### src/rtl/key_frame_queue_if.sv
// Keyboard frame-queue bus: raw keycode and frame strobe in, per-frame
// keycode, source flag, occupancy and sticky overflow out.
interface key_frame_queue_if #(
  parameter int DEPTH = 4,
  parameter int KEY_W = 8
);
  localparam int CW = $clog2(DEPTH) + 1;

  logic [KEY_W-1:0] keycode_in;
  logic             frame_tick;
  logic [KEY_W-1:0] keycode_out;
  logic             from_queue;
  logic [CW-1:0]    count;
  logic             overflow;

  // Producer of keycodes and frame ticks, consumer of the per-frame key.
  modport master (
    output keycode_in,
    output frame_tick,
    input  keycode_out,
    input  from_queue,
    input  count,
    input  overflow
  );

  // The queue itself.
  modport slave (
    input  keycode_in,
    input  frame_tick,
    output keycode_out,
    output from_queue,
    output count,
    output overflow
  );
endinterface

### src/rtl/key_frame_queue.sv
// Keyboard event buffer: queues each new non-zero key press and presents
// one keycode per video frame, held stable between frame ticks, so taps
// shorter than a frame still reach the frame-rate motion logic.
module key_frame_queue #(
  parameter int DEPTH = 4,
  parameter int KEY_W = 8
) (
  input logic              Clk,
  input logic              Reset,
  key_frame_queue_if.slave bus
);
  localparam int PW = $clog2(DEPTH);
  localparam int CW = PW + 1;
  localparam logic [CW-1:0] DEPTH_C = CW'(DEPTH);

  logic [KEY_W-1:0] mem_r [DEPTH];
  logic [KEY_W-1:0] prev_key_r;
  logic [PW-1:0]    rd_ptr_r;
  logic [PW-1:0]    wr_ptr_r;
  logic [CW-1:0]    count_r;
  logic [KEY_W-1:0] key_out_r;
  logic             from_queue_r;
  logic             overflow_r;

  logic             push_s;
  logic             pop_s;
  logic             bypass_s;
  logic             wr_s;
  logic             drop_s;
  logic [CW-1:0]    count_nxt_s;
  logic [KEY_W-1:0] key_out_nxt_s;
  logic             from_queue_nxt_s;

  // Event classification: a press is any change to a non-zero code; a tick
  // on an empty queue hands a simultaneous press straight to the output.
  always_comb begin
    push_s   = (bus.keycode_in != prev_key_r) && (bus.keycode_in != {KEY_W{1'b0}});
    pop_s    = bus.frame_tick && (count_r != {CW{1'b0}});
    bypass_s = bus.frame_tick && push_s && (count_r == {CW{1'b0}});
    // A same-cycle pop frees a slot, so a full queue still accepts the press.
    wr_s     = push_s && !bypass_s && ((count_r < DEPTH_C) || pop_s);
    drop_s   = push_s && !bypass_s && !((count_r < DEPTH_C) || pop_s);
  end

  // Next occupancy and next per-frame output.
  always_comb begin
    count_nxt_s      = count_r;
    key_out_nxt_s    = key_out_r;
    from_queue_nxt_s = from_queue_r;

    if (wr_s && !pop_s) begin
      count_nxt_s = count_r + CW'(1);
    end else if (pop_s && !wr_s) begin
      count_nxt_s = count_r - CW'(1);
    end else begin
      count_nxt_s = count_r;
    end

    if (bus.frame_tick) begin
      if (bypass_s) begin
        key_out_nxt_s    = bus.keycode_in;
        from_queue_nxt_s = 1'b1;
      end else if (pop_s) begin
        key_out_nxt_s    = mem_r[rd_ptr_r];
        from_queue_nxt_s = 1'b1;
      end else begin
        // Nothing queued: present whatever key is currently held.
        key_out_nxt_s    = bus.keycode_in;
        from_queue_nxt_s = 1'b0;
      end
    end else begin
      key_out_nxt_s    = key_out_r;
      from_queue_nxt_s = from_queue_r;
    end
  end

  // Control state: edge detector, pointers, occupancy, outputs, sticky overflow.
  always_ff @(posedge Clk or posedge Reset) begin
    if (Reset) begin
      prev_key_r   <= {KEY_W{1'b0}};
      rd_ptr_r     <= {PW{1'b0}};
      wr_ptr_r     <= {PW{1'b0}};
      count_r      <= {CW{1'b0}};
      key_out_r    <= {KEY_W{1'b0}};
      from_queue_r <= 1'b0;
      overflow_r   <= 1'b0;
    end else begin
      prev_key_r   <= bus.keycode_in;
      count_r      <= count_nxt_s;
      key_out_r    <= key_out_nxt_s;
      from_queue_r <= from_queue_nxt_s;
      if (wr_s) begin
        wr_ptr_r <= wr_ptr_r + PW'(1);
      end
      if (pop_s) begin
        rd_ptr_r <= rd_ptr_r + PW'(1);
      end
      if (drop_s) begin
        overflow_r <= 1'b1;
      end
    end
  end

  // Queue storage; stale contents are harmless because the pointers and
  // occupancy are cleared on reset.
  always_ff @(posedge Clk) begin
    if (wr_s) begin
      mem_r[wr_ptr_r] <= bus.keycode_in;
    end
  end

  assign bus.keycode_out = key_out_r;
  assign bus.from_queue  = from_queue_r;
  assign bus.count       = count_r;
  assign bus.overflow    = overflow_r;

endmodule

### src/flat_wrapper.sv
// flat-port wrapper written by rule: the top's interface ports become plain ports
module key_frame_queue_flat 
#(
  parameter int DEPTH = 4,
  parameter int KEY_W = 8
)
  (Clk, Reset, bus_keycode_in, bus_frame_tick, bus_keycode_out, bus_from_queue, bus_count, bus_overflow);
  key_frame_queue_if #(.DEPTH(DEPTH), .KEY_W(KEY_W)) bus_i ();
  input logic Clk;
  input logic Reset;
  input wire logic [$bits(bus_i.keycode_in)-1:0] bus_keycode_in;
  input wire logic [$bits(bus_i.frame_tick)-1:0] bus_frame_tick;
  output wire logic [$bits(bus_i.keycode_out)-1:0] bus_keycode_out;
  output wire logic [$bits(bus_i.from_queue)-1:0] bus_from_queue;
  output wire logic [$bits(bus_i.count)-1:0] bus_count;
  output wire logic [$bits(bus_i.overflow)-1:0] bus_overflow;
  assign bus_i.keycode_in = bus_keycode_in;
  assign bus_i.frame_tick = bus_frame_tick;
  assign bus_keycode_out = bus_i.keycode_out;
  assign bus_from_queue = bus_i.from_queue;
  assign bus_count = bus_i.count;
  assign bus_overflow = bus_i.overflow;
  key_frame_queue #(.DEPTH(DEPTH), .KEY_W(KEY_W)) u_core (.Clk(Clk), .Reset(Reset), .bus(bus_i));
endmodule
### config.mk
export PLATFORM = sky130hd
export DESIGN_NAME = key_frame_queue_flat
export DESIGN_NICKNAME = d
export VERILOG_FILES = /design/src/rtl/key_frame_queue_if.sv /design/src/rtl/key_frame_queue.sv /design/src/flat_wrapper.sv
export SDC_FILE = /design/constraint.sdc
export NUM_CORES = 1
export LEC_CHECK = 0
export ABC_AREA = 1
export CORE_ASPECT_RATIO = 0.9
export CORE_MARGIN = 5
export CORE_UTILIZATION = 56
export CTS_CLUSTER_SIZE = 24
export DETAILED_ROUTE_END_ITERATION = 16
export GPL_TIMING_DRIVEN = 0
export HOLD_SLACK_MARGIN = 0.1
export PLACE_DENSITY = 0.78
export SLEW_MARGIN = 25
export SYNTH_ARGS = -nofsm -noshare
export SYNTH_HDL_FRONTEND = slang
export SYNTH_SLANG_ARGS = --single-unit
### constraint.sdc
create_clock -name Clk -period 2.7 [get_ports Clk]
set_clock_uncertainty 0.1 [all_clocks]
set_input_delay 0.675 -clock Clk [delete_from_list [all_inputs] [get_ports Clk]]
set_output_delay 0.675 -clock Clk [all_outputs]
set_load 0.05 [all_outputs]
# Word-level counts from Yosys, hierarchy flattened
# Memory sizes are Yosys's and may differ from the RTL's.
# Index checks and enable logic that the tools add are counted.
# totals
mem_count,1
ff_bits,25
out_inout_bits,13
mem_bits_rw,32
word_cells,40
inputBits,11
# classes
mux,8
n_reduce_logical,18
eq_ne,1
order_cmp,1
add_sub_neg,4
# mem_list
name,words,word_bits,rd,rd_clocked_by_memory_dff,wr,line,text
u_core.mem_r,4,8,1,0,1,key_frame_queue.sv:16,logic [KEY_W-1:0] mem_r [DEPTH];
# ops
operator,count
two-way mux 8 bit,2
logical AND 1 bit,9
inequality test 8 bit,1
nonzero test 8 bit,1
two-way mux 3 bit,2
"adder 2 x 1 -> 2 bit, second input constant",2
zero test 1 bit,4
two-way mux 1 bit,4
"adder 3 x 1 -> 3 bit, second input constant",1
zero test 3 bit,1
"< comparator 3 bit, second input constant",1
nonzero test 3 bit,1
"subtractor 3 x 1 -> 3 bit, second input constant",1
nonzero test 2 bit,1
logical OR 1 bit,1

# Longest topological paths before layout
# Gate-level depths: netlist of the first run.
# logic_depth
ltp_word,11
mapped_depth,14
mapped_depth_nobuf,14

# Worst setup path after synthesis of the first run
# Ideal clock, no wire load.
# synth_path
path_kind,register to register
from,register u_core.count_r[2] (netlist: u_core.bus.count[2])
to,register u_core.count_r[2] (netlist: u_core.bus.count[2])
slack_ns,0.244
setup_time_ns,0.131
path_stages_with_launch,13
n_path_buf,0
period_less_slack_ns,2.456
required_ns,2.469
arrival_ns,2.226
cell_sequence,dfrtp_1 inv_1 nand2_4 nand2_8 nand2_4 nand3_4 inv_1 ha_1 inv_1 fa_1 a21oi_1 o21ai_0 xor2_1
# synth_between
elab_chain_len,8
word_cells_on_any_way,18
cone_classes,2 x add/sub; 1 x order compare; 2 x mux; 13 x reduce/logical
# synth_rtl
element,line,text
from (decl),key_frame_queue.sv:20,logic [CW-1:0] count_r;
from (signal assigned),key_frame_queue.sv:83,count_r <= {CW{1'b0}};
from (signal assigned),key_frame_queue.sv:89,count_r <= count_nxt_s;
branches (longest 4 deep; another with < comparator 3 bit),-,
logical AND 1 bit (*),key_frame_queue.sv:41,wr_s = push_s && !bypass_s && ((count_r < DEPTH_C) || pop_s);
net u_core.wr_s,key_frame_queue.sv:28,logic wr_s;
zero test 1 bit,key_frame_queue.sv:53,end else if (pop_s && !wr_s) begin
logical AND 1 bit,key_frame_queue.sv:53,
nonzero test 2 bit (no source line),-,
# Mark *: on every way through the listed nets, which the timed path passes. The select of a mux whose other input is x is not followed.
# A chain may end at the register's enable or synchronous reset.

# Final worst setup path of the first run
# layout_path
from,input bus_keycode_in[2]
to,register u_core.count_r[1] (netlist: u_core.bus.count[1])
# layout_between
word_cells_on_any_way,13
cone_classes,1 x eq/ne; 1 x mux; 11 x reduce/logical
# layout_rtl
element,line,text
from (decl),flat_wrapper.sv:11,input wire logic [$bits(bus_i.keycode_in)-1:0] bus_keycode_in;
inequality test 8 bit or nonzero test 8 bit (tied branches),key_frame_queue.sv:37,push_s = (bus.keycode_in != prev_key_r) && (bus.keycode_in != {KEY_W{1'b0}});
logical AND 1 bit (*),key_frame_queue.sv:37,
logical AND 1 bit (2 in a row),key_frame_queue.sv:39,bypass_s = bus.frame_tick && push_s && (count_r == {CW{1'b0}});
zero test 1 bit,key_frame_queue.sv:41,
logical AND 1 bit (*) (2 in a row),key_frame_queue.sv:41,
net u_core.wr_s,key_frame_queue.sv:28,
logical AND 1 bit (*),key_frame_queue.sv:51,if (wr_s && !pop_s) begin
two-way mux 3 bit (*),key_frame_queue.sv:51,
net u_core.count_nxt_s[1],key_frame_queue.sv:30,logic [CW-1:0] count_nxt_s;
# The timed path passes the listed nets; every way through them passes the cells marked *.

==> results of run 1 <==
critical path: stages:
cell and delay, ns:
dlygate4sd2_1 0.34, inv_1 0.13, nand4_1 0.10, or2_4 0.29, nand3_4 0.12, inv_1 0.05
ha_1 0.18, inv_1 0.09, fa_1 0.41, mux2_2 0.26
sequential cells by signal (all words and copies together), names as in the netlist:
name                    cells
u_core.bus.count            3
u_core.bus.from_queue       1
u_core.bus.keycode_out      8
u_core.bus.overflow         1
u_core.mem_r               32
u_core.prev_key_r           8
u_core.rd_ptr_r             2
u_core.wr_ptr_r             2
worst min-delay path by stage:
stage	start	to	slack [ns]	depth (start not counted)
CTS	u_core.bus.overflow	u_core.bus.overflow	0.38	1
global placement	u_core.bus.overflow	u_core.bus.overflow	0.37	1
detailed placement	u_core.bus.overflow	u_core.bus.overflow	0.36	1
floorplan	u_core.wr_ptr_r[1]	u_core.wr_ptr_r[1]	0.39	2
global route	u_core.bus.overflow	u_core.bus.overflow	0.43	1
finish	u_core.bus.overflow	u_core.bus.overflow	0.38	1
placed cells by master, fill, tap and decap left out, drive strengths merged, types with 6 or more instances in the layout:
cell type | synthesis | layout
clkbuf | 0 | 16
dfrtp | 25 | 25
inv | 27 | 27
clkdlybuf4s50 | 0 | 14
dlygate4sd2 | 0 | 6
a21oi | 7 | 7
nand2 | 42 | 42
edfxtp | 32 | 32
nor2 | 23 | 23
nand3 | 18 | 18
o21ai | 17 | 17
buf | 6 | 6
kinds of logic after synthesis:
group,after synthesis
simple gates,88
fa+ha+maj,6
buf+inv,33
flops,57
compound gates,33
mux,1
xor+xnor,6
power by group through the flow:
stage | clock, W | combinational (W) | sequential [W]
2_1_floorplan | 0 | 0.000723 | 0.00161
3_3_place_gp | 0 | 0.00139 | 0.00132
3_5_place_dp | 0 | 0.00143 | 0.00133
4_1_cts | 0.000671 | 0.00143 | 0.00131
5_1_grt | 0.000716 | 0.00155 | 0.00134
6_report | 0.000668 | 0.00142 | 0.00131
cell type report:
class	instances	area, sq um
plain buffers	6	60.1
clock buffers	15	156
clock inverters	1	3.75
fillers	323	1430
inverters	27	109
multi-input cells	134	768
flip-flops and latches	57	1590
well taps	62	77.6
repair buffers	22	208
per-stage QoR:
stage	setup TNS [ns]	setup WS [ns]	power [W]	instance area [sq um]
2_1_floorplan	0	0.244	0.00233	2520
3_3_place_gp	-7.86	-0.397	0.00271	2820
3_5_place_dp	-10.07	-0.466	0.00275	2820
4_1_cts	0	0.143	0.00341	2970
5_1_grt	0	0.0204	0.00361	2970
6_report	0	0.157	0.00340	2970
metal layers:
| metal | GRT usage, % | wire (um) |
|---|---|---|
| met5 | 0 | 0 |
| met1 | 26.4 | 2220 |
| met3 | 6.37 | 283 |
| met4 | 7.50 | 61 |
| met2 | 31.5 | 2600 |
what timing repair did:
action                                  in CTS  in global routing
setup buffers                                0                  0
pin swaps                                    0                  0
gates resized for setup                      8                  3
endpoints found under the setup margin       2                  1
hold endpoints to repair                     0                  0
==> impl_metrics.yaml, run 1 <==
global_routing:
  grt_overflow_total: 0
  antenna_found_initial: 0
  grt_max_degree: 26
  grt_use_total_pct: 20.1
  grt_pass1_wl_mm: 8.60
  grt_pass1_vias: 1752
synth:
  yosysWarnings: 0
  postSynthNetCount: 241
  yosysMostFrequentCell: "nand2_1"
  synth_compound_area_share_pct: 7.54
  yosys.area_share.simple_pct: 17.1
  synth_top_cell_by_area: "edfxtp_1"
  synthDistinctLibCells: 29
  ys_seq_area_share_pct: 62.9
  synth_common_cells: "nand2_1 (38), edfxtp_1 (32), dfrtp_1 (25), inv_1 (20), nor2_1 (20)"
  synth_top_family_by_area: "simple AND/OR/NAND/NOR gates"
  synthCells: 224
  synth_edf_count: 32
  ys_ff_latch: 57
  synthArstFlopShare_pct: 43.9
  syn_area_sq_mm: 0.00252
  synthAdderAreaFrac_pct: 3.27
  avgSynthCellArea_sq_um: 11.3
  synth_top_area_share_pct: 38.1
  ys.flop_type: "edfxtp_1"
  synth_area_leaders: "edfxtp_1 (38%), dfrtp_1 (25%), nand2_1 (5.7%)"
  synth_mux_area_share_pct: 0.446
  synth_xor_area_share_pct: 2.08
power_and_ir_drop:
  vdd_drop_max_mv: 0.532
  power_frac_clock_pct: 19.6
  p_int_w: 0.00204
  p_sw_share_pct: 39.8
  switchingPower_w: 0.00135
  p_leak_nw: 1.26
  pwr-share-comb_pct: 41.7
  p_per_area_mw_per_mm2: 1140
  sequentialPowerShare_pct: 38.7
layout:
  syn2layout_area_growth_pct: 17.7
  diodes: 0
  nets: 274
  final_cells: 324
  drive_gt1_share_pct: 13.4
  final_util_pct: 67.4
sta:
  drv_slew: 0
  fin_crit_sh_pct: 94.2
  setup_viol: 0
  hold_slack_ns: 0.380
  hold_viol_final: 0
  relSlewSlack_pct: 46.0
  tightest_slew_ns: 0.807
  fmax_mhz: 393
  rsz0062_at_grt: "no"
  finalCriticalPeriod_ns: 2.54
drt:
  drt_wl_total_mm: 5.17
  wl_per_cell_um: 16.0
  via_per_inst: 5.23
  drcViolationCount: 0
  vias: 1694
  drtPass1Iterations: 4
  detail-route-antenna-nets: 0
  drt_iter0_markers: 171
clock_network:
  numClockSinks: 57
  cts_root_buffer: "clkbuf_8"
  cts.htree.levels: 3
  clk_path_buf_depth: 2
  cts_buffers: 9
  path_clk_slew_ns: 0.06
  hold_buffers: 0
  insertion_delay_ns: 0.34
  cts_tree: "built"
critical_path:
  arrival_ns: 2.66
  cp-endpoint: "u_core.bus.count[1]"
  reg2reg_to: "u_core.bus.count[1]"
  required_ns: 2.82
  worstRegToRegCells: 10
  rrSetupSlack_ns: 0.42
  path_max_fanout: 7
  r2r-start: "u_core.bus.count[0]"
  path_class: "primary input to register"
  crit_start: "bus_keycode_in[2]"
  start_kind: "primary input"
  end_kind: "register"
floorplan:
  start_util_pct: 57.3
  core_area_sq_mm: 0.00440
  rows: 23
  die_h_um: 73.7
  die-area_sq_mm: 0.00595
  die_width_um: 80.8
  io_pins: 24
placed_design:
  placedCellCount: 308
  place_hpwl_mm: 3.43
  globalplace.congestion: 0.813
  io_buffers: 22
run:
  maxCapViolations: 0
hold_path:
  hold_class: "register to register"
outcome:
  status: "complete, no violations"
Power figures use the tool's default switching activity.
==> inputs of run 2 (changes only) <==
Settings changed: CORE_UTILIZATION 56 to 60, PLACE_DENSITY 0.78 to 0.83.
Clock period 2.7 ns to 3.15 ns, I/O delays scaled along.
==> impl_metrics.yaml, run 2 (synthesized netlist as in run 1, its figures left out) <==
outcome:
  status: "complete, no violations"
clock_network:
  cts_root_buffer: "clkbuf_8"
  path_clk_slew_ns: 0.06
  hold_buffers: 0
  cts_tree: "built"
  post-cts-setup-buffer-count: 0
  insertion_delay_ns: 0.32
  numClockSinks: 57
  cts_buffers: 9
  cts.htree.levels: 3
  post_cts_resized: 0
  clk_path_buf_depth: 2
drt:
  route.met2.wl_mm: 2.48
  wl_met3_um: 304
  drtPass1Iterations: 4
  highest_layer: "met4"
  drt_iter0_markers: 173
  wl_per_cell_um: 16.3
  drcViolationCount: 0
  vias: 1697
  detail-route-antenna-nets: 0
  m1WireLength_mm: 2.22
  drt_wl_total_mm: 5.04
  via_per_inst: 5.47
global_routing:
  grt_overflow_total: 0
  grt_max_degree: 26
  grt_use_total_pct: 20.2
  grt_pass1_wl_mm: 8.38
  antenna_found_initial: 0
  grt_pass1_vias: 1689
run:
  maxCapViolations: 0
sta:
  setup_viol: 0
  tightest_slew_ns: 0.848
  rsz0062_at_grt: "no"
  finalCriticalPeriod_ns: 2.98
  relSlewSlack_pct: 43.3
  drv_slew: 0
  fmax_mhz: 335
  hold_viol_final: 0
  hold_slack_ns: 0.380
  tns_ns: 0
  fin_crit_sh_pct: 94.6
floorplan:
  die_h_um: 71.5
  core_area_sq_mm: 0.00407
  io_pins: 24
  rows: 22
  die_width_um: 78.4
  die-area_sq_mm: 0.00560
  start_util_pct: 61.9
placed_design:
  place_area_sq_mm: 0.00280
  place_hpwl_mm: 3.35
  globalplace.congestion: 0.802
  placedCellCount: 294
  io_buffers: 22
hold_path:
  hold_depth: 1
  hold_class: "register to register"
critical_path:
  path_max_fanout: 8
  end_kind: "register"
  path_cells: "clkdlybuf4s50_1 -> inv_1 -> nand2_1 -> nand2_1 -> nand2_1 -> nor2_2 -> nand2_4 -> nand3_4 -> inv_1 -> ha_1 -> inv_1 -> fa_1 -> a21oi_1 -> o21ai_0 -> xor2_1"
  worstRegToRegCells: 10
  critPathBufInv: 4
  arrival_ns: 3.08
  path_depth: 15
  path_delay_family: "buffers and inverters"
  path_class: "primary input to register"
  slowest_stage: "clkdlybuf4s50_1"
  required_ns: 3.25
  max_stage_delay_ns: 0.65
  start_kind: "primary input"
power_and_ir_drop:
  p_per_area_mw_per_mm2: 978
  p_int_w: 0.00172
  p_leak_nw: 1.25
  vdd_drop_max_mv: 0.567
  power_frac_clock_pct: 18.5
  pwr-share-comb_pct: 42.5
  switchingPower_w: 0.00117
  sequentialPowerShare_pct: 39.0
  p_sw_share_pct: 40.4
layout:
  drive_gt1_share_pct: 13.4
  final_common_cell: "nand2_1"
  final_cells: 310
  largest_reg_flops: 32
  postLayoutCellArea_sq_mm: 0.00296
  largest_register: "u_core.mem_r"
  layout_common_cells: "nand2_1 (38), edfxtp_1 (32), dfrtp_1 (25)"
  final_util_pct: 72.6
  nets: 274
  syn2layout_area_growth_pct: 17.2
  diodes: 0
-- run 2: path summary, 6_finish.rpt --
check | to | start | slack [ns]
max in group asynchronous | u_core.rd_ptr_r[0] | Reset | 1.85
worst max-delay path | u_core.bus.count[2] | bus_keycode_in[0] | 0.17
worst max register to register | u_core.bus.count[1] | u_core.bus.count[0] | 0.83
worst min register to register | u_core.bus.overflow | u_core.bus.overflow | 0.38
min in group asynchronous | u_core.bus.count[2] | Reset | 0.73
worst min-delay path | u_core.bus.overflow | u_core.bus.overflow | 0.38
-- run 2: final cells by class --
cell class,count,area [sq um]
Multi-Input combinational cell,134,768
Inverter,27,109
Clock buffer,10,128
Timing Repair Buffer,22,220
Fill cell,274,1120
Sequential cell,57,1590
Buffer,6,60.1
Clock inverter,6,25.0
Tap cell,48,60.1
-- run 2: power by group through the flow --
stage / Combinational (W) / Sequential (W) / Clock (W)
2_1_floorplan: 0.000619 / 0.00138 / 0
3_3_place_gp: 0.00119 / 0.00113 / 0
3_5_place_dp: 0.00123 / 0.00114 / 0
4_1_cts: 0.00124 / 0.00113 / 0.000543
5_1_grt: 0.00133 / 0.00115 / 0.000585
6_report: 0.00123 / 0.00113 / 0.000535
-- run 2: metal layers --
layer | global-route usage (%) | vias up
met2 | 30.1 | 53
met4 | 7.96 | 0
met3 | 7.54 | 5
met1 | 27.2 | 817
met5 | 0 | -
li1 | - | 822
-- run 2: per-stage QoR --
| step | setup slack, ns | total power (W) |
|---|---|---|
| global placement | -0.0574 | 0.00232 |
| CTS | 0.194 | 0.00291 |
| floorplan | 0.634 | 0.00200 |
| global route | 0.0401 | 0.00307 |
| detailed placement | -0.134 | 0.00236 |
| finish | 0.169 | 0.00289 |
-- run 2: worst reg2reg max path: stages (launching register included) --
cell and delay (ns):
dfrtp_1 0.46, nor2_4 0.20, nand2_4 0.10, nand2_8 0.12, nand2_4 0.07, nand3_4 0.12
inv_1 0.07, ha_1 0.19, inv_1 0.09, fa_1 0.41, mux2_2 0.27
==> inputs of run 3 (changes only) <==
Settings changed: CTS_CLUSTER_SIZE 24 to default.
==> results of run 3 <==
Same layout as run 2: the final DEF is identical, and so are final timing and power.
